--- src/rtl/mmio_responder_if.sv ---
// Processor-side data-memory bus seen by the MMIO responder.
// The slave modport is the responder; the master modport is the processor
// together with the backing data RAM, which supplies q_ram and consumes ram_wren.
interface mmio_responder_if;
  logic [31:0] address_dmem;
  logic [31:0] data;
  logic        wren;
  logic        ren;
  logic [31:0] q_ram;
  logic        ram_wren;
  logic [31:0] q_dmem;

  modport slave (
    input  address_dmem,
    input  data,
    input  wren,
    input  ren,
    input  q_ram,
    output ram_wren,
    output q_dmem
  );

  modport master (
    output address_dmem,
    output data,
    output wren,
    output ren,
    output q_ram,
    input  ram_wren,
    input  q_dmem
  );
endinterface

--- src/rtl/mmio_responder.sv ---
// MMIO responder sitting beside the data RAM.
// It decodes address bits [13:12] into RAM / IO-write / IO-read / invalid regions.
// It holds the GPIO and two-channel PWM registers that drive the PMOD header,
// and it returns RAM or IO-read data to the processor.
module mmio_responder (
  input  logic               clock,
  input  logic               reset,
  mmio_responder_if.slave    bus,
  output logic [5:0]         JA
);

  localparam logic [1:0] REGION_RAM  = 2'b00;
  localparam logic [1:0] REGION_IOWR = 2'b01;
  localparam logic [1:0] REGION_IORD = 2'b10;

  logic [1:0]  region;
  logic [2:0]  idx;
  logic        io_write;
  logic        wrap_clr;
  logic        unused_bits;

  logic [5:0]  out_bits;
  logic [5:0]  mode_bits;
  logic [19:0] period_sh;
  logic [19:0] duty0_sh;
  logic [19:0] duty1_sh;
  logic [19:0] period;
  logic [19:0] duty0;
  logic [19:0] duty1;
  logic [19:0] cnt;
  logic [19:0] cnt_next;
  logic        wrap_evt;
  logic        load_active;
  logic        wrap_flag;
  logic [31:0] cyc;
  logic        pwm0;
  logic        pwm1;
  logic [5:0]  ja_next;

  assign region      = bus.address_dmem[13:12];
  assign idx         = bus.address_dmem[2:0];
  assign io_write    = bus.wren && (region == REGION_IOWR);
  assign wrap_clr    = bus.ren && (region == REGION_IORD) && (idx == 3'd2);
  assign unused_bits = ^{bus.address_dmem[31:14], bus.address_dmem[11:3], bus.data[31:20]};

  // Only RAM-region stores reach the RAM, and never while reset is held
  always_comb begin
    bus.ram_wren = bus.wren && (region == REGION_RAM) && !reset;
  end

  // PWM counter sequencing: wrap detection, next count, shadow-load strobe
  always_comb begin
    wrap_evt    = (period != 20'd0) && (cnt == (period - 20'd1));
    load_active = wrap_evt || (period == 20'd0);
    if (period == 20'd0) begin
      cnt_next = 20'd0;
    end else if (wrap_evt) begin
      cnt_next = 20'd0;
    end else begin
      cnt_next = cnt + 20'd1;
    end
  end

  // PWM outputs and the next header value; only pins 0 and 1 can carry PWM
  always_comb begin
    pwm0    = (period != 20'd0) && (cnt < duty0);
    pwm1    = (period != 20'd0) && (cnt < duty1);
    ja_next = {out_bits[5:2],
               mode_bits[1] ? pwm1 : out_bits[1],
               mode_bits[0] ? pwm0 : out_bits[0]};
  end

  // IO-write registers; a later write to the same index simply overwrites
  always_ff @(posedge clock or posedge reset) begin
    if (reset) begin
      out_bits  <= 6'd0;
      mode_bits <= 6'd0;
      period_sh <= 20'd0;
      duty0_sh  <= 20'd0;
      duty1_sh  <= 20'd0;
    end else if (io_write) begin
      case (idx)
        3'd0:    out_bits  <= bus.data[5:0];
        3'd1:    mode_bits <= bus.data[5:0];
        3'd2:    period_sh <= bus.data[19:0];
        3'd3:    duty0_sh  <= bus.data[19:0];
        3'd4:    duty1_sh  <= bus.data[19:0];
        default: ;
      endcase
    end else begin
      out_bits <= out_bits;
    end
  end

  // Active PWM settings. They follow the shadows only at a period wrap,
  // or continuously while the PWM is stopped, so a running period is never torn.
  always_ff @(posedge clock or posedge reset) begin
    if (reset) begin
      period <= 20'd0;
      duty0  <= 20'd0;
      duty1  <= 20'd0;
    end else if (load_active) begin
      period <= period_sh;
      duty0  <= duty0_sh;
      duty1  <= duty1_sh;
    end else begin
      period <= period;
    end
  end

  // PWM counter
  always_ff @(posedge clock or posedge reset) begin
    if (reset) begin
      cnt <= 20'd0;
    end else begin
      cnt <= cnt_next;
    end
  end

  // Sticky wrap flag: a wrap in the same cycle as a clearing read keeps it set
  always_ff @(posedge clock or posedge reset) begin
    if (reset) begin
      wrap_flag <= 1'b0;
    end else if (wrap_evt) begin
      wrap_flag <= 1'b1;
    end else if (wrap_clr) begin
      wrap_flag <= 1'b0;
    end else begin
      wrap_flag <= wrap_flag;
    end
  end

  // Free-running cycle counter
  always_ff @(posedge clock or posedge reset) begin
    if (reset) begin
      cyc <= 32'd0;
    end else begin
      cyc <= cyc + 32'd1;
    end
  end

  // Registered PMOD header
  always_ff @(posedge clock or posedge reset) begin
    if (reset) begin
      JA <= 6'd0;
    end else begin
      JA <= ja_next;
    end
  end

  // Load data mux: RAM pass-through, IO-read registers, zero elsewhere
  always_comb begin
    bus.q_dmem = 32'd0;
    case (region)
      REGION_RAM: bus.q_dmem = bus.q_ram;
      REGION_IORD: begin
        case (idx)
          3'd0:    bus.q_dmem = {26'd0, JA};
          3'd1:    bus.q_dmem = {12'd0, cnt};
          3'd2:    bus.q_dmem = {31'd0, wrap_flag};
          3'd3:    bus.q_dmem = cyc;
          default: bus.q_dmem = 32'd0;
        endcase
      end
      default: bus.q_dmem = 32'd0;
    endcase
  end

endmodule

--- src/flat_wrapper.sv ---
// flat-port wrapper written by rule: the top's interface ports become plain ports
module mmio_responder_flat 
  (clock, reset, JA, bus_address_dmem, bus_data, bus_wren, bus_ren, bus_q_ram, bus_ram_wren, bus_q_dmem);
  mmio_responder_if bus_i ();
  input  logic clock;
  input  logic reset;
  output logic [5:0] JA;
  input wire logic [$bits(bus_i.address_dmem)-1:0] bus_address_dmem;
  input wire logic [$bits(bus_i.data)-1:0] bus_data;
  input wire logic [$bits(bus_i.wren)-1:0] bus_wren;
  input wire logic [$bits(bus_i.ren)-1:0] bus_ren;
  input wire logic [$bits(bus_i.q_ram)-1:0] bus_q_ram;
  output wire logic [$bits(bus_i.ram_wren)-1:0] bus_ram_wren;
  output wire logic [$bits(bus_i.q_dmem)-1:0] bus_q_dmem;
  assign bus_i.address_dmem = bus_address_dmem;
  assign bus_i.data = bus_data;
  assign bus_i.wren = bus_wren;
  assign bus_i.ren = bus_ren;
  assign bus_i.q_ram = bus_q_ram;
  assign bus_ram_wren = bus_i.ram_wren;
  assign bus_q_dmem = bus_i.q_dmem;
  mmio_responder u_core (.clock(clock), .reset(reset), .bus(bus_i), .JA(JA));
endmodule
--- config.mk ---
export PLATFORM = sky130hd
export DESIGN_NAME = mmio_responder_flat
export DESIGN_NICKNAME = d
export VERILOG_FILES = /design/src/rtl/mmio_responder_if.sv /design/src/rtl/mmio_responder.sv /design/src/flat_wrapper.sv
export SDC_FILE = /design/constraint.sdc
export NUM_CORES = 1
export LEC_CHECK = 0
export ABC_AREA = 1
export CAP_MARGIN = 0
export CORE_AREA = 2 2 117 203
export CTS_CLUSTER_SIZE = 12
export DETAILED_ROUTE_END_ITERATION = 12
export DIE_AREA = 0 0 119 205
export DONT_BUFFER_PORTS = 1
export PLACE_DENSITY_LB_ADDON = 0.08
export SETUP_SLACK_MARGIN = 0.1
export SLEW_MARGIN = 20
export SYNTH_ARGS = -nofsm -noshare
export SYNTH_HDL_FRONTEND = slang
export SYNTH_SLANG_ARGS = --single-unit
--- constraint.sdc ---
create_clock -name clock -period 6.07 [get_ports clock]
set_clock_uncertainty 0.2 [all_clocks]
set_input_delay 1.214 -clock clock [delete_from_list [all_inputs] [get_ports clock]]
set_output_delay 1.214 -clock clock [all_outputs]
set_load 0.01 [all_outputs]
==> impl_metrics.py <==
metrics = {
    "flow_run": {
        "drv_cap": 0,
    },
    "setup_path": {
        "crit_buf_inv": 2,
        "crit_type": "input pin to primary output",
        "worst_ep_arrival_time_ns": 3.11,
        "startpoint_type": "input pin",
        "crit_family": "buffers and inverters",
        "cpPeakStageDelay_ns": 0.73,
        "worst_setup_path_end_kind": "primary output",
        "crit_path_frequent_cell": "inv_1",
        "worstPathRequired_ns": 4.66,
        "worstPathCellList": "inv_1, nand3_1, inv_1, nand2_1, o21ai_0",
        "crit_path_top_delay_cell": "inv_1",
        "worstPathMaxFanout": 20,
        "regToRegSetupSlack_ns": 2.20,
    },
    "finish": {
        "seq_area_mm2": 0.00468,
        "layout-drive-gt1-share_pct": 4.36,
        "final_cell_area_mm2": 0.0109,
        "area_delta_synth_final_pct": 8.54,
        "diodes": 0,
        "multi_input_area_mm2": 0.00465,
        "stdcell_count": 1562,
        "fillers": 2230,
        "layout_commonest_cell": "nand2_1",
        "layout_common_cells": "nand2_1 (345), dfrtp_1 (187), nand3_1 (150), inv_1 (129), o21ai_0 (104)",
        "nNetsFinal": 1390,
    },
    "floorplanning": {
        "die_h_um": 205,
        "die_area_mm2": 0.0244,
        "rows": 73,
        "die_w_um": 119,
        "placeableCoreArea_mm2": 0.0227,
        "io_pins": 139,
        "start_util_pct": 44.3,
    },
    "logic_synthesis": {
        "synth_async_sr_flop_share_pct": 100,
        "netlist_instances": 1275,
        "synth_warnings": 0,
        "synth_edf_count": 0,
        "seq_area_frac_synth_pct": 46.4,
        "synth_top_cell_area_share_pct": 46.4,
        "ys_ff_latch": 187,
        "syn_avg_cell_area_um2": 7.90,
        "synth_area_leaders": "dfrtp_1 (46%), nand2_1 (13%), nand3_1 (7.5%)",
        "syn_nets": 1416,
        "synth_cell_types": 40,
        "syn_area_mm2": 0.0101,
        "synth_area_leader_cell": "dfrtp_1",
        "synthFlopType": "dfrtp_1",
    },
    "clock_network": {
        "postCtsHoldBufs": 0,
        "cts_buffers": 17,
        "ctsRootBufferMaster": "clkbuf_16",
        "clk_path_buf_depth": 2,
        "clock-sinks": 187,
        "cts-resized-gates": 0,
        "htree_levels": 4,
        "clk_pin_slew_ns": 0.07,
        "insertion_delay_ns": 0.45,
        "cts_tree": "built",
        "post-cts-setup-buffer-count": 0,
    },
    "detailed_routing": {
        "drt_iter0_markers": 377,
        "vias": 8085,
        "drtAntennaViolNets": 0,
        "drcViolationCount": 0,
        "wl_per_cell_um": 16.4,
        "firstDrtPassIters": 5,
        "via_per_inst": 5.18,
        "wl_um": 25600,
    },
    "timing": {
        "relSlewSlack_pct": 36.6,
        "setup_viol": 0,
        "period_share_pct": 74.6,
        "tns_ns": 0,
        "fmax_mhz": 221,
        "hold_viol": 0,
        "tightest_slew_ns": 0.951,
        "rsz0062_at_grt": "false",
        "period_needed_ns": 4.53,
        "slew_violations": 0,
    },
    "grt": {
        "grt_use_met1_pct": 25.7,
        "antenna_found_initial": 0,
        "grt_overflow_total": 0,
        "grt_max_degree": 188,
        "grt_pass1_wl_um": 41700,
        "first_global_vias": 8044,
        "grt_use_met3_pct": 2.62,
        "busiest_layer": "met2",
        "grtUsageTotal_pct": 22.1,
        "met2_usage_pct": 40.7,
    },
    "placed_design": {
        "hpwlAfterDp_um": 18400,
        "io_buffers": 0,
        "dpl_cell_area_mm2": 0.0103,
        "gp_congestion": 0.861,
        "place_inst": 1529,
    },
    "power_and_ir_drop": {
        "power_density_mw_per_mm2": 437,
        "leakage_nw": 5.45,
        "irDropWorstVdd_v": 0.000231,
    },
    "status": {
        "status": "finished, final reports clean",
    },
    "min_path": {
        "hold_class": "register to register",
    },
}
[worst register-to-register path: cells and delay by family, from the launching register on]
kind	cells	cell delay (ns)
buf+inv	1	0.55
simple gates	11	2.35
flops	1	0.47
compound gates	1	0.18
[synthesized netlist by cell type (2+ instances only)]
cell type,count
nand3_1,150
buf_8,3
nand3b_1,6
clkbuf_1,37
o2111ai_1,2
a211oi_1,2
o21ai_0,104
buf_2,3
inv_2,2
o21bai_1,3
nor3_1,14
nor2_2,7
nor4_1,4
inv_1,130
o31ai_1,5
ha_1,41
nand4_1,19
buf_1,7
nor2_1,99
xnor2_1,19
o22ai_1,2
a31oi_1,2
buf_4,2
a221oi_1,4
nand2_1,345
dfrtp_1,187
a22oi_1,14
a21oi_1,22
xor2_1,29
[routing by layer]
layer / vias to the layer above / routed length [um]
li1: 4118 / -
met5: - / 0
met2: 157 / 13800
met4: 0 / 594
met3: 26 / 668
met1: 3784 / 10500
[layout make-up]
| type | count | area share, % |
|---|---|---|
| inverters | 132 | 4.56 |
| flip-flops and latches | 187 | 42.8 |
| clock inverters | 13 | 1.72 |
| clock buffers | 19 | 4.14 |
| multi-input cells | 903 | 42.5 |
| repair buffers | 8 | 0.847 |
| well taps | 300 | 3.43 |
[metrics by stage]
| step | utilization [%] | worst slack, ns | power (mW) | hold slack, ns |
|---|---|---|---|---|
| after floorplan | - | 2.24 | 3.18 | 0.154 |
| after global placement | 45.2 | 1.55 | 3.58 | 0.161 |
| after detailed placement | 45.2 | 1.52 | 3.61 | 0.163 |
| after CTS | 48.0 | 1.52 | 4.84 | 0.180 |
| after global routing | 48.1 | 1.40 | 5.21 | 0.200 |
| final | 48.1 | 1.54 | 4.78 | 0.180 |
[cells by family (layout without fill, tap and decap cells)]
family	after synthesis	in the layout	share of synthesized area [%]
simple gates	650	650	27.6
flops	187	187	46.4
fa+ha+maj	41	41	5.09
compound gates	163	163	9.03
buf+inv	185	172	7.41
xor+xnor	49	49	4.40
[final timing paths]
kind                                     start           endpoint  cells after the start
setup / recovery           bus_address_dmem[2]     bus_q_dmem[20]                      5
hold / removal              u_core.out_bits[2]       u_core.JA[2]                      0
setup reg to reg              u_core.period[4]   u_core.period[8]                     13
hold reg to reg             u_core.out_bits[2]       u_core.JA[2]                      0
max in group asynchronous                reset  u_core.period[15]                      3
min in group asynchronous                reset     u_core.cyc[31]                      2
[power breakdown]
group	switching (mW)	internal (mW)	leakage (nW)
combinational	1.15	0.621	2.67
sequential	0.261	1.54	2.47
clock	0.495	0.714	0.306
total	1.91	2.87	5.45
[sequential cells by signal, indices dropped and copies added (netlist names)]
| name | count |
|---|---|
| u_core.JA | 6 |
| u_core.cnt | 20 |
| u_core.cyc | 32 |
| u_core.duty0 | 20 |
| u_core.duty0_sh | 20 |
| u_core.duty1 | 20 |
| u_core.duty1_sh | 20 |
| u_core.mode_bits | 2 |
| u_core.out_bits | 6 |
| u_core.period | 20 |
| u_core.period_sh | 20 |
| u_core.wrap_flag | 1 |
Note: power is estimated with default switching activity, not from simulation.
